## src/rtl/cacheline_adaptor.sv

```systemverilog
// Converts one 256-bit cache line read or write into a four-beat 64-bit memory burst.
// It answers the cache with a single-cycle resp_o once the whole line has moved.
module cacheline_adaptor #(
  parameter int LINE_WIDTH = 256,
  parameter int BEAT_WIDTH = 64,
  parameter int s_offset   = 5
) (
  input  logic                  clk,
  input  logic                  rst,
  input  logic [31:0]           address_i,
  input  logic                  read_i,
  input  logic                  write_i,
  input  logic [LINE_WIDTH-1:0] line_i,
  output logic [LINE_WIDTH-1:0] line_o,
  output logic                  resp_o,
  output logic [31:0]           address_o,
  output logic                  read_o,
  output logic                  write_o,
  output logic [BEAT_WIDTH-1:0] burst_o,
  input  logic [BEAT_WIDTH-1:0] burst_i,
  input  logic                  resp_i
);

  localparam int BEATS = LINE_WIDTH / BEAT_WIDTH;
  localparam int CNT_W = (BEATS > 1) ? $clog2(BEATS) : 1;
  localparam logic [31:0] ADDR_MASK = ~((32'd1 << s_offset) - 32'd1);

  localparam logic [1:0] IDLE  = 2'd0;
  localparam logic [1:0] READ  = 2'd1;
  localparam logic [1:0] WRITE = 2'd2;
  localparam logic [1:0] DONE  = 2'd3;

  logic [1:0]            state;
  logic [CNT_W-1:0]      cnt;
  logic [LINE_WIDTH-1:0] wbuf;
  logic                  last_beat;

  assign last_beat = (cnt == CNT_W'(BEATS - 1));

  // Write takes priority over read; resp_i only matters while a burst is active.
  always_ff @(posedge clk) begin
    if (rst) begin
      state     <= IDLE;
      cnt       <= '0;
      wbuf      <= '0;
      line_o    <= '0;
      address_o <= '0;
    end else begin
      case (state)
        IDLE: begin
          if (write_i) begin
            wbuf      <= line_i;
            address_o <= address_i & ADDR_MASK;
            cnt       <= '0;
            state     <= WRITE;
          end else if (read_i) begin
            address_o <= address_i & ADDR_MASK;
            cnt       <= '0;
            state     <= READ;
          end
        end
        READ: begin
          if (resp_i) begin
            line_o[cnt*BEAT_WIDTH +: BEAT_WIDTH] <= burst_i;
            cnt <= cnt + 1'b1;
            if (last_beat) state <= DONE;
          end
        end
        WRITE: begin
          if (resp_i) begin
            cnt <= cnt + 1'b1;
            if (last_beat) state <= DONE;
          end
        end
        default: state <= IDLE;
      endcase
    end
  end

  // Outputs are decoded from registered state only, so memory and cache never form a loop.
  assign read_o  = (state == READ);
  assign write_o = (state == WRITE);
  assign resp_o  = (state == DONE);
  assign burst_o = wbuf[cnt*BEAT_WIDTH +: BEAT_WIDTH];

endmodule
```

## config.mk

```make
export PLATFORM = sky130hd
export DESIGN_NAME = cacheline_adaptor
export DESIGN_NICKNAME = d
export VERILOG_FILES = /design/src/rtl/cacheline_adaptor.sv
export SDC_FILE = /design/constraint.sdc
export NUM_CORES = 1
export LEC_CHECK = 0
export ABC_CLOCK_PERIOD_IN_PS = 2400
export CAP_MARGIN = 5
export CORE_AREA = 2 2 275 277
export CTS_CLUSTER_DIAMETER = 60
export DETAILED_ROUTE_END_ITERATION = 12
export DIE_AREA = 0 0 277 279
export PLACE_DENSITY_LB_ADDON = 0.3
export SLEW_MARGIN = 20
export SYNTH_ARGS = -nofsm -noshare
export SYNTH_HDL_FRONTEND = slang
export SYNTH_SLANG_ARGS = --single-unit
```

## constraint.sdc

```tcl
create_clock -name clk -period 2.4 [get_ports clk]
set_clock_uncertainty 0.1 [all_clocks]
set_input_delay 0.24 -clock clk [delete_from_list [all_inputs] [get_ports clk]]
set_output_delay 0.24 -clock clk [all_outputs]
set_load 0.03 [all_outputs]
```

==> flow_metrics.env, run 1 <==
export IMPL_vias=19200
export IMPL_cts_root_buf="clkbuf_16"
export IMPL_port_buffers=701
export IMPL_clk_insertion_delay_late_ps=570
export IMPL_setup_violations=1
export IMPL_netlist_area_um2=21100
export IMPL_intPower_mw=20.4
export IMPL_cts_buffers=67
export IMPL_syn_inst=2279
export IMPL_synth_seq_area_share_pct=51.4
export IMPL_htreeDepth=3
export IMPL_drive_above_1_share_pct=16.0
export IMPL_seqPwrFrac_pct=34.2
export IMPL_rows=100
export IMPL_outcome="finished with violations"
export IMPL_clkPwrFrac_pct=34.2
export IMPL_fp_dieArea_um2=77300
export IMPL_avgRoutedWirePerCell_um=20.3
export IMPL_drv_slew=0
export IMPL_totalWireLength_um=80600
export IMPL_antenna_left=0
export IMPL_clk_pin_slew_ps=60
export IMPL_ioPinCount=712
export IMPL_core_um2=74100
export IMPL_hold_viol=0
export IMPL_swShare_pct=33.1
export IMPL_die_w_um=277
export IMPL_grt_use_total_pct=19.5
export IMPL_max_freq_mhz=413
export IMPL_yosys_warnings=0
export IMPL_grt_overflow_total=0
export IMPL_final_area_um2=32000
export IMPL_grt_max_degree=112
export IMPL_grt_pass1_wl_um=117000
export IMPL_nets=3319
export IMPL_antenna_found_initial=18
export IMPL_drc=0
export IMPL_path_max_fanout=7
export IMPL_drtIter0Drc=985
export IMPL_violations="negative setup slack"
export IMPL_ys_flop_type="dfxtp_1"
export IMPL_most_common_layout_cells="676 x nand2_1, 635 x clkdlybuf4s50_1, 541 x dfxtp_1, 333 x a21oi_1, 84 x nor2_1"
export IMPL_post_dp_hpwl_um=54900
export IMPL_yosys_area_top_type="dfxtp_1"
export IMPL_drt_pass1_iter_count=5
export IMPL_crit_required_ps=2060
export IMPL_crit_type="register to output pin"
export IMPL_rrSetupSlack_ps=150
export IMPL_first_global_vias=18800
export IMPL_relSlewSlack_pct=55.9
export IMPL_tightest_slew_ps=660
export IMPL_arrival_ps=2080
export IMPL_area_delta_synth_final_pct=51.2
export IMPL_worstSetupStartpointType="register"
export IMPL_ys_types=40
export IMPL_synth_top_area_share_pct=51.4
export IMPL_synth_area_leaders="dfxtp_1 51%, nand2_1 12%, a21oi_1 7.9%, mux4_2 6.8%, a32oi_1 3.4%"
export IMPL_whs_ps=79.8
export IMPL_dpl_instance_area_um2=29300
export IMPL_clockBufferDepth=3
export IMPL_die_h_um=279
export IMPL_ys_seq_elements=543
export IMPL_rsz0062_at_grt="yes"
export IMPL_switchingPower_mw=10.1
export IMPL_setup_slack_ps=-20.6
export IMPL_avgSynthCellArea_um2=9.28
export IMPL_vdd_drop_max_uv=557
export IMPL_p_comb_share_pct=31.7
export IMPL_mostFrequentLayoutCell="nand2_1"
export IMPL_cp_end_kind="output pin"
export IMPL_cts_tree="done"
export IMPL_clock_sinks=543
export IMPL_period_needed_ps=2420
export IMPL_via_per_inst=4.82
export IMPL_hp_class="primary input to register"
export IMPL_p_leak_nw=11.3
export IMPL_setup_tns_ps=-20.6
export IMPL_synth_edff_count=0
export IMPL_asyncSetResetFlopFracSynth_pct=0
export IMPL_drv_cap=0
export IMPL_power_density_nw_per_um2=955
export IMPL_start_util_pct=28.5
export IMPL_min_period_over_period_pct=101
export IMPL_place_congestion=0.809
routing by layer:
| metal | wire (µm) | track usage [%] | up-vias | share of wire (%) |
|---|---|---|---|---|
| met5 | 76 | 0 | - | 0.094 |
| met4 | 2760 | 7.53 | 12 | 3.4 |
| met3 | 6810 | 6.74 | 155 | 8.5 |
| met2 | 39500 | 33.7 | 668 | 49 |
| met1 | 31400 | 22.2 | 9122 | 39 |
| li1 | - | - | 9215 | - |
worst max-delay path, cell delays in order, from the launching register on:
cell	delay [ps]
dfxtp_4	360
buf_12	140
buf_12	130
buf_16	130
mux4_2	570
buf_6	170
flip-flops by register name, summed over array words and instances, names as in the netlist:
signal	cells
state	2
cnt	2
address_o	27
line_o	256
wbuf	256
cell usage after synthesis, types with 2 or more instances:
cell / number
a21oi_1: 333
a21oi_2: 60
a22o_1: 64
a32oi_1: 83
and2_1: 2
and3_1: 3
and4_1: 2
and4bb_2: 2
buf_1: 11
buf_12: 6
buf_2: 79
buf_4: 37
buf_6: 11
clkbuf_1: 66
dfxtp_1: 543
ha_1: 10
inv_1: 5
mux4_2: 64
nand2_1: 677
nand3_1: 52
nand3_2: 60
nor2_1: 84
nor2b_1: 4
o2111ai_1: 2
o21a_1: 2
o31ai_1: 3
through the flow:
| step | cells | util (%) | total power [mW] | worst slack, ps |
|---|---|---|---|---|
| 2_1_floorplan | 2283 | - | 16.1 | 159 |
| 3_3_place_gp | 3831 | 39.6 | 19.9 | 50.9 |
| 6_report | 3979 | 43.2 | 30.5 | -20.6 |
| 4_1_cts | 3956 | 42.8 | 30.8 | -99.3 |
| 5_1_grt | 3975 | 43.2 | 32.0 | -65.5 |
| 3_5_place_dp | 3831 | 39.6 | 20.0 | 65.3 |
area by class of cell:
cell class | count | area, µm²
well taps | 969 | 1210
fillers | 7305 | 42100
clock buffers | 86 | 1820
repair buffers | 810 | 8450
flip-flops and latches | 543 | 10900
clock inverters | 28 | 435
multi-input cells | 1525 | 9130
diodes | 13 | 32.5
inverters | 5 | 18.8
logic make-up after synthesis:
family          after synthesis  share of synthesized area [%]
buf+inv                     216                           5.82
other cells                   1                         0.0177
mux                          64                           6.82
compound gates              551                           16.9
fa+ha+maj                    10                          0.592
simple gates                894                           18.4
flops                       543                           51.4
final timing paths:
| kind | start | endpoint | depth (start not counted) |
|---|---|---|---|
| max | cnt[0]$_SDFFE_PP0P_ | burst_o[20] | 5 |
| min | line_i[100] | wbuf[100]$_SDFFE_PP0P_ | 3 |
| max reg2reg | cnt[0]$_SDFFE_PP0P_ | line_o[215]$_SDFFE_PP0P_ | 6 |
| min reg2reg | line_o[105]$_SDFFE_PP0P_ | line_o[105]$_SDFFE_PP0P_ | 2 |
repair_timing:
item	4_1_cts	5_1_grt
gates resized for setup	284	18
buffers inserted	11	4
cloned	0	7
hold buffers	1	0
pin swaps	0	1
hold endpoints to repair	41	0
setup endpoints to repair	65	146
power by group through the flow:
stage               logic [mW]  registers (mW)  clock network (mW)
floorplan                 5.22            10.9                   0
global placement          9.25            10.7                   0
detailed placement        9.28            10.7                   0
CTS                       9.66            10.4                10.7
global route              10.4            10.5                11.0
finish                    9.67            10.4                10.4
No activity file was read; power rests on OpenSTA's default activity.
==> run 2, diff against run 1 <==
CTS_CLUSTER_SIZE = 12   (was default)
SKIP_CTS_REPAIR_TIMING = 1   (was default)
==> flow_metrics.env, run 2 (synthesized netlist as in run 1, its figures left out) <==
export IMPL_drv_cap=0
export IMPL_drtIter0Drc=1124
export IMPL_rows=100
export IMPL_crit_buf_inv=4
export IMPL_via_per_inst=4.81
export IMPL_final_fill_count=7306
export IMPL_clk_insertion_delay_late_ps=610
export IMPL_max_freq_mhz=405
export IMPL_cpPeakStageDelay_ps=570
export IMPL_fp_dieArea_um2=77300
export IMPL_drv_slew=0
export IMPL_seqPwrFrac_pct=36.7
export IMPL_setup_tns_ps=-888
export IMPL_p_leak_nw=11.1
export IMPL_min_period_over_period_pct=103
export IMPL_clockBufferDepth=3
export IMPL_tightest_slew_ps=647
export IMPL_switchingPower_mw=9.86
export IMPL_cts_root_buf="clkbuf_16"
export IMPL_relSlewSlack_pct=56.9
export IMPL_cts_buffers=56
export IMPL_htreeDepth=2
export IMPL_crit_required_ps=2060
export IMPL_rrSetupSlack_ps=90
export IMPL_whs_path_depth=3
export IMPL_clock_sinks=543
export IMPL_rsz0062_at_grt="yes"
export IMPL_slowest_stage="mux4_2"
export IMPL_vias=19000
export IMPL_avgRoutedWirePerCell_um=20.6
export IMPL_totalWireLength_um=81300
export IMPL_grt_overflow_total=0
export IMPL_reg2reg_to="line_o[81]$_SDFFE_PP0P_"
export IMPL_crit_type="register to output pin"
export IMPL_fin_total_pwr_mw=28.5
export IMPL_setup_violations=24
export IMPL_nets=3317
export IMPL_core_um2=74100
export IMPL_drt_pass1_iter_count=5
export IMPL_vdd_drop_max_uv=539
export IMPL_grt_use_total_pct=19.3
export IMPL_intPower_mw=18.6
export IMPL_clkPwrFrac_pct=29.1
export IMPL_p_comb_share_pct=34.3
export IMPL_post_dp_hpwl_um=54900
export IMPL_antenna_found_initial=15
export IMPL_holdPathEnd="wbuf[181]$_SDFFE_PP0P_"
export IMPL_r2r_cells=10
export IMPL_start_util_pct=28.5
export IMPL_first_global_vias=18500
export IMPL_drive_above_1_share_pct=15.6
export IMPL_clk_pin_slew_ps=60
export IMPL_place_congestion=0.809
export IMPL_die_w_um=277
export IMPL_reg_largest_list="line_o: 256 flops, wbuf: 256 flops, address_o: 27 flops"
export IMPL_violations="negative setup slack"
export IMPL_swShare_pct=34.6
export IMPL_setup_slack_ps=-71.8
export IMPL_antenna_left=0
export IMPL_cp_top_family="buffers and inverters"
export IMPL_hold_viol=0
export IMPL_path_cells="buf_12 -> buf_8 -> clkbuf_16 -> mux4_2 -> buf_6"
export IMPL_path_max_fanout=6
export IMPL_ioPinCount=712
export IMPL_grt_pass1_wl_um=116000
export IMPL_reg2reg_from="cnt[0]$_SDFFE_PP0P_"
export IMPL_outcome="finished with violations"
export IMPL_mostFrequentLayoutCell="nand2_1"
export IMPL_most_common_layout_cells="676 x nand2_1, 635 x clkdlybuf4s50_1, 541 x dfxtp_1, 332 x a21oi_1, 84 x nor2_1"
export IMPL_die_h_um=279
export IMPL_final_util_pct=42.7
export IMPL_cts_tree="done"
export IMPL_period_needed_ps=2470
export IMPL_power_density_nw_per_um2=900
export IMPL_port_buffers=701
export IMPL_cp_end_kind="output pin"
export IMPL_arrival_ps=2130
export IMPL_hold_start="line_i[181]"
export IMPL_worstSetupStartpointType="register"
export IMPL_area_delta_synth_final_pct=49.6
export IMPL_drc=0
export IMPL_hp_class="primary input to register"
export IMPL_grt_max_degree=112
run 2: cell type report:
class	instances	area, µm²	area share, %
Sequential cell	543	10900	34.4
Antenna cell	11	27.5	0.0871
Timing Repair Buffer	819	8680	27.5
Tap cell	969	1210	3.83
Clock buffer	65	1460	4.60
Clock inverter	14	203	0.641
Inverter	5	18.8	0.0594
Multi-Input combinational cell	1525	9140	28.9
run 2: per-layer routing:
metal / track usage [%] / share of wire [%]
met1: 22.0 / 39
met2: 33.3 / 50
met3: 6.83 / 8.2
met4: 6.37 / 2.5
met5: 0 / 0.085
run 2: power groups by stage:
stage,registers (mW),clock network (mW),logic [mW]
detailed placement,10.7,0,9.28
global route,10.5,8.86,10.5
floorplan,10.9,0,5.22
CTS,10.5,8.52,9.32
finish,10.4,8.28,9.76
global placement,10.7,0,9.25
run 2: worst max path at each step:
| stage | start | endpoint | slack [ps] | cells past startpoint |
|---|---|---|---|---|
| after detailed placement | cnt[0]$_SDFFE_PP0P_ | burst_o[26] | 70 | 3 |
| final | cnt[0]$_SDFFE_PP0P_ | burst_o[20] | -70 | 5 |
| after global routing | cnt[0]$_SDFFE_PP0P_ | burst_o[34] | -130 | 5 |
| after global placement | cnt[0]$_SDFFE_PP0P_ | burst_o[26] | 50 | 3 |
| after CTS | cnt[0]$_SDFFE_PP0P_ | burst_o[26] | -630 | 3 |
| after floorplan | cnt[0]$_SDFFE_PP0P_ | line_o[192]$_SDFFE_PP0P_ | 160 | 10 |
run 2: metrics by stage:
stage               hold WS (ps)  worst slack (ps)  cells  instance area, µm²
floorplan                    266               159   2283               21200
finish                      41.3             -71.8   3951               31600
global placement             337              50.9   3831               29300
CTS                         -115              -626   3910               31000
global route                24.5              -135   3947               31600
detailed placement           342              65.3   3831               29300
run 2: worst min-delay path, stage by stage:
cell and delay (ps):
clkdlybuf4s50_1 390, nand2_1 50, a21oi_1 50
